File: src/rtl/uart_param.sv
`default_nettype none
// ============================================================================
// Module      : uart_param
// Description : Parametrised full-duplex UART. The Tx side serialises a frame
//               and the Rx side decodes an oversampled frame with parity and
//               framing checks. Optional macro UART_PARAM_LOOPBACK_EN adds an
//               internal loopback port.
// Revision    : 1.0 - initial release
// ============================================================================
module uart_param #(
    parameter int DATA_WIDTH     = 8,
    parameter int PARITY_MODE    = 1,
    parameter int STOP_BITS      = 1,
    parameter int CLOCKS_PER_BIT = 8,
    parameter int NUM_SYNC       = 3
) (
    input  logic                  clk,
    input  logic                  reset,
`ifdef UART_PARAM_LOOPBACK_EN
    input  logic                  loopback,
`endif
    input  logic                  enable,
    input  logic [DATA_WIDTH-1:0] i_data,
    output logic                  o_busy,
    output logic                  serial_out,
    input  logic                  serial_in,
    output logic [DATA_WIDTH-1:0] received_data,
    output logic                  data_is_valid,
    output logic                  rx_parity_error,
    output logic                  rx_framing_error
);
    localparam int c_cnt_w = $clog2(CLOCKS_PER_BIT);
    localparam int c_bit_w = $clog2(DATA_WIDTH);
    localparam logic c_par_en  = (PARITY_MODE != 0);
    localparam logic c_par_odd = (PARITY_MODE == 2);
    localparam logic c_stop_last = (STOP_BITS == 2);
    localparam logic [c_cnt_w-1:0] c_cnt_last = c_cnt_w'(CLOCKS_PER_BIT - 1);
    localparam logic [c_cnt_w-1:0] c_cnt_half = c_cnt_w'(CLOCKS_PER_BIT / 2 - 1);
    localparam logic [c_bit_w-1:0] c_bit_last = c_bit_w'(DATA_WIDTH - 1);

    typedef enum logic [2:0] {
        S_IDLE   = 3'd0,
        S_START  = 3'd1,
        S_DATA   = 3'd2,
        S_PARITY = 3'd3,
        S_STOP   = 3'd4
    } state_t;

    // ---------------- Tx ----------------
    state_t                r_tx_state, w_tx_next;
    logic [c_cnt_w-1:0]    r_tx_cnt;
    logic [c_bit_w-1:0]    r_tx_bit;
    logic                  r_tx_stop;
    logic                  r_tx_par;
    logic [DATA_WIDTH-1:0] r_tx_shift;
    logic                  w_tx_line;
    logic                  w_tx_end;

    assign w_tx_end = (r_tx_cnt == c_cnt_last);
    assign o_busy   = (r_tx_state != S_IDLE);

    always_comb begin
        w_tx_next = r_tx_state;
        w_tx_line = 1'b1;
        case (r_tx_state)
            S_IDLE: if (enable) w_tx_next = S_START;
            S_START: begin
                w_tx_line = 1'b0;
                if (w_tx_end) w_tx_next = S_DATA;
            end
            S_DATA: begin
                w_tx_line = r_tx_shift[0];
                if (w_tx_end && r_tx_bit == c_bit_last)
                    w_tx_next = c_par_en ? S_PARITY : S_STOP;
            end
            S_PARITY: begin
                w_tx_line = r_tx_par;
                if (w_tx_end) w_tx_next = S_STOP;
            end
            S_STOP: if (w_tx_end && r_tx_stop == c_stop_last) w_tx_next = S_IDLE;
            default: w_tx_next = S_IDLE;
        endcase
    end

    always_ff @(posedge clk) begin
        if (!reset) begin
            r_tx_state <= S_IDLE;
            r_tx_cnt   <= '0;
            r_tx_bit   <= '0;
            r_tx_stop  <= 1'b0;
            r_tx_par   <= 1'b0;
            r_tx_shift <= '0;
        end else begin
            r_tx_state <= w_tx_next;
            if (r_tx_state == S_IDLE) begin
                r_tx_cnt  <= '0;
                r_tx_bit  <= '0;
                r_tx_stop <= 1'b0;
                if (enable) begin
                    r_tx_shift <= i_data;
                    r_tx_par   <= (^i_data) ^ c_par_odd;
                end
            end else begin
                r_tx_cnt <= w_tx_end ? '0 : r_tx_cnt + 1'b1;
                if (w_tx_end && r_tx_state == S_DATA) begin
                    r_tx_shift <= r_tx_shift >> 1;
                    r_tx_bit   <= r_tx_bit + 1'b1;
                end
                if (w_tx_end && r_tx_state == S_STOP) r_tx_stop <= ~r_tx_stop;
            end
        end
    end

    // ---------------- Rx ----------------
    logic                  w_rx_src;
    logic [NUM_SYNC-1:0]   r_sync;
    logic                  w_rx_s;
    logic                  r_rx_prev;
    state_t                r_rx_state, w_rx_next;
    logic [c_cnt_w-1:0]    r_rx_cnt;
    logic [c_bit_w-1:0]    r_rx_bit;
    logic                  r_rx_par;
    logic [DATA_WIDTH-1:0] r_rx_shift;
    logic                  w_rx_end;
    logic                  w_rx_par_calc;

`ifdef UART_PARAM_LOOPBACK_EN
    assign w_rx_src   = loopback ? w_tx_line : serial_in;
    assign serial_out = loopback | w_tx_line;
`else
    assign w_rx_src   = serial_in;
    assign serial_out = w_tx_line;
`endif

    assign w_rx_s        = r_sync[NUM_SYNC-1];
    assign w_rx_end      = (r_rx_cnt == c_cnt_last);
    assign w_rx_par_calc = (^r_rx_shift) ^ c_par_odd;

    always_comb begin
        w_rx_next = r_rx_state;
        case (r_rx_state)
            S_IDLE:   if (!w_rx_s && r_rx_prev) w_rx_next = S_START;
            // Mid-bit recheck rejects glitches shorter than half a bit
            S_START:  if (r_rx_cnt == c_cnt_half) w_rx_next = w_rx_s ? S_IDLE : S_DATA;
            S_DATA:   if (w_rx_end && r_rx_bit == c_bit_last)
                          w_rx_next = c_par_en ? S_PARITY : S_STOP;
            S_PARITY: if (w_rx_end) w_rx_next = S_STOP;
            S_STOP:   if (w_rx_end) w_rx_next = S_IDLE;
            default:  w_rx_next = S_IDLE;
        endcase
    end

    always_ff @(posedge clk) begin
        if (!reset) begin
            r_sync           <= '1;
            r_rx_prev        <= 1'b1;
            r_rx_state       <= S_IDLE;
            r_rx_cnt         <= '0;
            r_rx_bit         <= '0;
            r_rx_par         <= 1'b0;
            r_rx_shift       <= '0;
            received_data    <= '0;
            data_is_valid    <= 1'b0;
            rx_parity_error  <= 1'b0;
            rx_framing_error <= 1'b0;
        end else begin
            r_sync        <= {r_sync[NUM_SYNC-2:0], w_rx_src};
            r_rx_prev     <= w_rx_s;
            r_rx_state    <= w_rx_next;
            data_is_valid <= 1'b0;
            case (r_rx_state)
                S_IDLE: begin
                    r_rx_cnt <= '0;
                    r_rx_bit <= '0;
                end
                S_START: r_rx_cnt <= (r_rx_cnt == c_cnt_half) ? '0 : r_rx_cnt + 1'b1;
                default: begin
                    r_rx_cnt <= w_rx_end ? '0 : r_rx_cnt + 1'b1;
                    if (w_rx_end && r_rx_state == S_DATA) begin
                        r_rx_shift <= {w_rx_s, r_rx_shift[DATA_WIDTH-1:1]};
                        r_rx_bit   <= r_rx_bit + 1'b1;
                    end
                    if (w_rx_end && r_rx_state == S_PARITY) r_rx_par <= w_rx_s;
                    if (w_rx_end && r_rx_state == S_STOP) begin
                        received_data    <= r_rx_shift;
                        data_is_valid    <= 1'b1;
                        rx_parity_error  <= c_par_en && (r_rx_par != w_rx_par_calc);
                        rx_framing_error <= ~w_rx_s;
                    end
                end
            endcase
        end
    end
endmodule
`default_nettype wire
File: config.mk
export PLATFORM = sky130hd
export DESIGN_NAME = uart_param
export DESIGN_NICKNAME = d
export VERILOG_FILES = /design/src/rtl/uart_param.sv
export SDC_FILE = /design/constraint.sdc
export NUM_CORES = 1
export LEC_CHECK = 0
export ABC_AREA = 1
export BUFFER_PORTS_ARGS = -buffer_cell sky130_fd_sc_hd__buf_2
export CAP_MARGIN = 20
export CORE_AREA = 10 10 110 112
export CTS_CLUSTER_DIAMETER = 80
export DETAILED_ROUTE_END_ITERATION = 6
export DIE_AREA = 0 0 120 122
export PLACE_DENSITY = 0.39
export SYNTH_ARGS = -nofsm -noshare
export SYNTH_HDL_FRONTEND = slang
export SYNTH_SLANG_ARGS = --single-unit
File: constraint.sdc
create_clock -name clk -period 2.4 [get_ports clk]
set_clock_uncertainty 0.15 [all_clocks]
set_input_delay 0.48 -clock clk [delete_from_list [all_inputs] [get_ports clk]]
set_output_delay 0.48 -clock clk [all_outputs]
set_load 0.01 [all_outputs]
==> results of run 1 <==
-- metrics by stage --
step | power (W) | util | worst slack, ns | cells | hold slack [ns]
3_5_place_dp | 0.00177 | 0.267 | 0.638 | 482 | 0.247
3_3_place_gp | 0.00177 | 0.267 | 0.669 | 482 | 0.247
4_1_cts | 0.00238 | 0.278 | 0.286 | 490 | 0.209
2_1_floorplan | 0.00160 | - | 0.803 | 328 | 0.243
6_report | 0.00233 | 0.278 | 0.304 | 490 | 0.213
5_1_grt | 0.00254 | 0.278 | 0.135 | 490 | 0.211
-- registers in the layout, indices dropped and copies added (netlist names), 3 cells and up --
register       flops
r_rx_bit           3
r_rx_cnt           3
received_data      8
r_tx_shift         8
r_sync             3
r_tx_bit           3
r_rx_shift         8
r_rx_state         3
r_tx_cnt           3
r_tx_state         3
-- Yosys cell counts, types with 2 or more instances --
master	number	share of area
a21oi_1	35	0.072
a31oi_1	7	0.018
buf_2	3	0.0062
clkbuf_1	4	0.0062
dfxtp_1	52	0.43
ha_1	10	0.052
inv_1	39	0.060
inv_2	2	0.0031
nand2_1	74	0.11
nand2_4	3	0.014
nand3_1	12	0.025
nand4_1	3	0.0078
nor2_1	28	0.043
o21ai_0	30	0.062
o21ai_2	2	0.0072
or2_1	2	0.0052
or2_2	4	0.010
xnor2_1	7	0.025
xor2_1	3	0.011
-- logic make-up (layout without fill, tap and decap cells) --
| kind of cell | after synthesis | after routing |
|---|---|---|
| compound gates | 76 | 76 |
| xor+xnor | 10 | 10 |
| buf+inv | 51 | 77 |
| flops | 52 | 52 |
| fa+ha+maj | 10 | 10 |
| simple gates | 129 | 129 |
-- layer usage --
layer / vias to the layer above / track usage / wire [um] / part of all wire
met5: - / 0 / 0 / 0
met4: 0 / 0.0204 / 42 / 0.0082
met3: 4 / 0.0268 / 270 / 0.052
met2: 31 / 0.123 / 2330 / 0.45
met1: 884 / 0.0888 / 2500 / 0.49
li1: 1102 / - / - / -
-- area by class of cell --
class / count / area (um^2)
fill: 1144 / 7250
sequential: 52 / 1040
tap: 136 / 170
inverter: 42 / 163
multi-input combinational: 225 / 1170
clock buffer: 6 / 72.6
timing repair buffer: 27 / 143
clock inverter: 2 / 35.0
-- report_power, final --
| group | leakage, nW | internal [W] | switching (W) | total [W] |
|---|---|---|---|---|
| Sequential | 0.423 | 0.000967 | 0.0000886 | 0.00106 |
| Combinational | 0.744 | 0.000228 | 0.000444 | 0.000672 |
| Clock | 0.0552 | 0.000310 | 0.000297 | 0.000607 |
| Total | 1.22 | 0.00151 | 0.000830 | 0.00233 |
-- critical path: cells and delay by family, from the launching register on --
family / cells / cell delay (ns)
simple gates: 2 / 0.25
flops: 1 / 0.44
compound gates: 1 / 0.25
buf+inv: 2 / 0.22
-- worst max-delay path by stage --
stage / depth (start not counted) / to / slack (ns) / startpoint
floorplan: 4 / serial_out / 0.80 / r_tx_state[0]$_SDFFE_PN0P_
global route: 5 / serial_out / 0.14 / r_tx_state[0]$_SDFFE_PN0P_
finish: 5 / serial_out / 0.30 / r_tx_state[0]$_SDFFE_PN0P_
detailed placement: 5 / serial_out / 0.64 / r_tx_state[0]$_SDFFE_PN0P_
CTS: 5 / serial_out / 0.29 / r_tx_state[0]$_SDFFE_PN0P_
global placement: 5 / serial_out / 0.67 / r_tx_state[0]$_SDFFE_PN0P_
==> results.toml, run 1 <==
[cts]
cts_root_buf = "clkbuf_8"
cts.repair.resized = 0
h-tree-depth = 2
clock-sinks = 52
cts_tree = "yes"
clock_path_buffers = 2
cts_buffers = 5
clock_latency_ns = 0.31
hold_buffers = 0
post_cts_buffers = 0
cts.clk_slew.worst_paths_ns = 0.10

[sta]
period_share = 0.874
finalSetupViolations = 0
fmax_ghz = 0.477
slew_headroom = 0.716
hold_violations = 0
worst_pin_slew_ns = 0.426
rsz0062_at_grt = "false"
fin_crit_ns = 2.10
setup_tns_ns = 0
drv_slew = 0

[grt]
gr-total-overflow = 0
grt_start_max_net_pins = 33
grt_pass1_wl_mm = 8.94
antenna_found_initial = 0
grt_pass1_vias = 1914
grt_usage = 0.0741

[floorplanning]
core_um2 = 10000
die-area_um2 = 14600
ios = 25
row_count = 37
start_util = 0.241
fp.dieW_um = 120
die_y_um = 122

[logic_synthesis]
synth_edf_count = 0
synth_mux_area_frac = 0
ys.flop_type = "dfxtp_1"
synth_cell_types = 27
synthesis.area_um2 = 2420
yosysWarnings = 0
async_flop_share = 0
netlist_instances = 328
synth_adder_area_share = 0.0517
avgSynthCellArea_um2 = 7.38
synth_xor_xnor_area_share = 0.0362
ys_ff_latch = 52
synth-simple-area-share = 0.228
synth_top_family_by_area = "simple AND/OR/NAND/NOR gates"
yosysSeqAreaShare = 0.430
synth_compound_area_frac = 0.166
syn-num-nets = 350

[placed_design]
placed_area_um2 = 2680
hpwlAfterDp_mm = 3.81
portBuffers = 24
place_congestion = 0.751

[routing]
drt_iter0_markers = 72
ant_nets = 0
routed-via-count = 2021
firstDrtPassIters = 5
wire_per_inst_um = 10.5
drt_drc_violations_left = 0
vias_per_cell = 4.12
finalWirelength_mm = 5.15

[finish]
syn_to_final_growth_pct = 15.3
nNetsFinal = 375
final_cell_area_um2 = 2790
final_common_cell = "nand2_1"
drive_gt1_frac = 0.136
n_antenna_cell = 0
layout_common_cells = "nand2_1, dfxtp_1, inv_1"

[critical_path]
r2r-start = "r_rx_cnt[0]$_SDFF_PN0_"
max_stage_delay_ns = 0.44
required_ns = 1.77
crit_fanout = 6
cp-end-kind = "output port"
critPathArrivalTime_ns = 1.47
cp_cell_sequence = "nor2_2, nor2_1, inv_1, a221o_1, buf_2"
crit_slowest_cell = "dfxtp_1"
reg2reg_to = "r_rx_bit[0]$_SDFFE_PN0P_"
r2r_slack_ns = 0.66
reg2reg_depth = 8
critPathKind = "reg2out"
startpoint_type = "flop"

[power_and_ir_drop]
powerDensity_nw_per_um2 = 836
irDropWorstVdd_mv = 0.271
p_leak_nw = 1.22

[hold_path]
holdPathEnd = "r_sync[0]$_SDFF_PN1_"
min_path_cells = 2
hold_start = "serial_in"
hold_path.class = "in2reg"

[job]
max-cap-violations = 0

[outcome]
status = "completed"
(Power assumes the default switching activity.)
==> run 2: changes to the inputs <==
==> constraint.sdc (replaced) <==
create_clock -name clk -period 2.4 [get_ports clk]
set_clock_uncertainty 0.15 [all_clocks]
set_input_delay 0.12 -clock clk [delete_from_list [all_inputs] [get_ports clk]]
set_output_delay 0.12 -clock clk [all_outputs]
set_load 0.01 [all_outputs]
==> results.toml, run 2 (synthesized netlist as in run 1, its figures left out) <==
[outcome]
status = "completed"

[grt]
grt_pass1_vias = 2037
grt_usage = 0.0742
grt_pass1_wl_mm = 9.14
grt_start_max_net_pins = 33
antenna_found_initial = 0
gr-total-overflow = 0

[critical_path]
startpoint_type = "flop"
required_ns = 2.13
max_stage_delay_ns = 0.44
crit_slowest_cell = "dfxtp_1"
crit_family = "flip-flops"
cp_cell_sequence = "nor2_2, nor2_1, inv_1, a221o_1, buf_2"
critPathKind = "reg2out"
critPathArrivalTime_ns = 1.51
crit_buf_inv = 2
crit_fanout = 6
cp-end-kind = "output port"

[cts]
post_cts_buffers = 0
clock_latency_ns = 0.30
cts.repair.resized = 0
clock-sinks = 52
hold_buffers = 9
cts_root_buf = "clkbuf_8"
cts_buffers = 5
cts.clk_slew.worst_paths_ns = 0.10
h-tree-depth = 2
clock_path_buffers = 2
cts_tree = "yes"

[hold_path]
hold_path.class = "in2reg"

[finish]
n_antenna_cell = 0
layout_common_cells = "nand2_1, dfxtp_1, inv_1"
fin_cells = 499
syn_to_final_growth_pct = 19.0
reg_top3 = "r_rx_shift x8, r_tx_shift x8, received_data x8"
drive_gt1_frac = 0.132
final_cell_area_um2 = 2880
nNetsFinal = 384
final_common_cell = "nand2_1"
fin_util = 0.287

[floorplanning]
start_util = 0.241
die_y_um = 122
row_count = 37
die-area_um2 = 14600
ios = 25
core_um2 = 10000
fp.dieW_um = 120

[power_and_ir_drop]
irDropWorstVdd_mv = 0.471
p_leak_nw = 1.26
powerDensity_nw_per_um2 = 814

[routing]
drt_iter0_markers = 58
routed-via-count = 2058
drt_drc_violations_left = 0
finalWirelength_mm = 5.19
ant_nets = 0
vias_per_cell = 4.12
wire_per_inst_um = 10.4
firstDrtPassIters = 4

[sta]
worst_pin_slew_ns = 0.461
fmax_ghz = 0.563
hold_violations = 0
rsz0062_at_grt = "false"
drv_slew = 0
slew_headroom = 0.692
fin_crit_ns = 1.78
period_share = 0.740
setup_tns_ns = 0
finalSetupViolations = 0

[placed_design]
portBuffers = 24
dpl.cell_count = 482
hpwlAfterDp_mm = 3.80
place_congestion = 0.752
placed_area_um2 = 2680

[job]
max-cap-violations = 0
run 2: worst paths after layout:
check,end,cells past startpoint,from,slack (ns)
max,serial_out,5,r_tx_state[0]$_SDFFE_PN0P_,0.62
min,r_tx_par$_SDFFE_PN0P_,5,enable,0.04
max reg2reg,r_rx_bit[0]$_SDFFE_PN0P_,8,r_rx_cnt[0]$_SDFF_PN0_,0.65
min reg2reg,r_sync[1]$_SDFF_PN1_,1,r_sync[0]$_SDFF_PN1_,0.27
run 2: worst register-to-register path, delay by kind of cell (launching register included):
kind | cells | cell delay, ns
fa+ha+maj | 2 | 0.47
compound gates | 2 | 0.19
buf+inv | 2 | 0.27
simple gates | 2 | 0.23
flops | 1 | 0.35
run 2: routing by layer:
metal  track usage  wire length [um]
met4        0.0204                46
met3        0.0204               194
met5             0                 0
met1        0.0928              2660
met2         0.123              2280
run 2: report_power, final:
part / switching, W / total, W / internal (W)
sequential: 0.0000898 / 0.00106 / 0.000967
clock: 0.000286 / 0.000596 / 0.000310
combinational: 0.000454 / 0.000692 / 0.000238
run 2: cell type report:
cell class / count / area (um^2)
clock inverters: 2 / 35.0
clock buffers: 6 / 72.6
multi-input cells: 225 / 1170
inverters: 42 / 163
well taps: 136 / 170
flip-flops and latches: 52 / 1040
repair buffers: 36 / 233
fillers: 1128 / 7160
run 2: stage by stage:
step / setup WS (ns) / power [W] / hold slack [ns]
6_report: 0.624 / 0.00235 / 0.0409
5_1_grt: 0.438 / 0.00254 / 0.0664
4_1_cts: 0.599 / 0.00240 / 0.0275
3_5_place_dp: 0.651 / 0.00177 / 0.180
3_3_place_gp: 0.691 / 0.00177 / 0.183
2_1_floorplan: 0.839 / 0.00160 / 0.0766
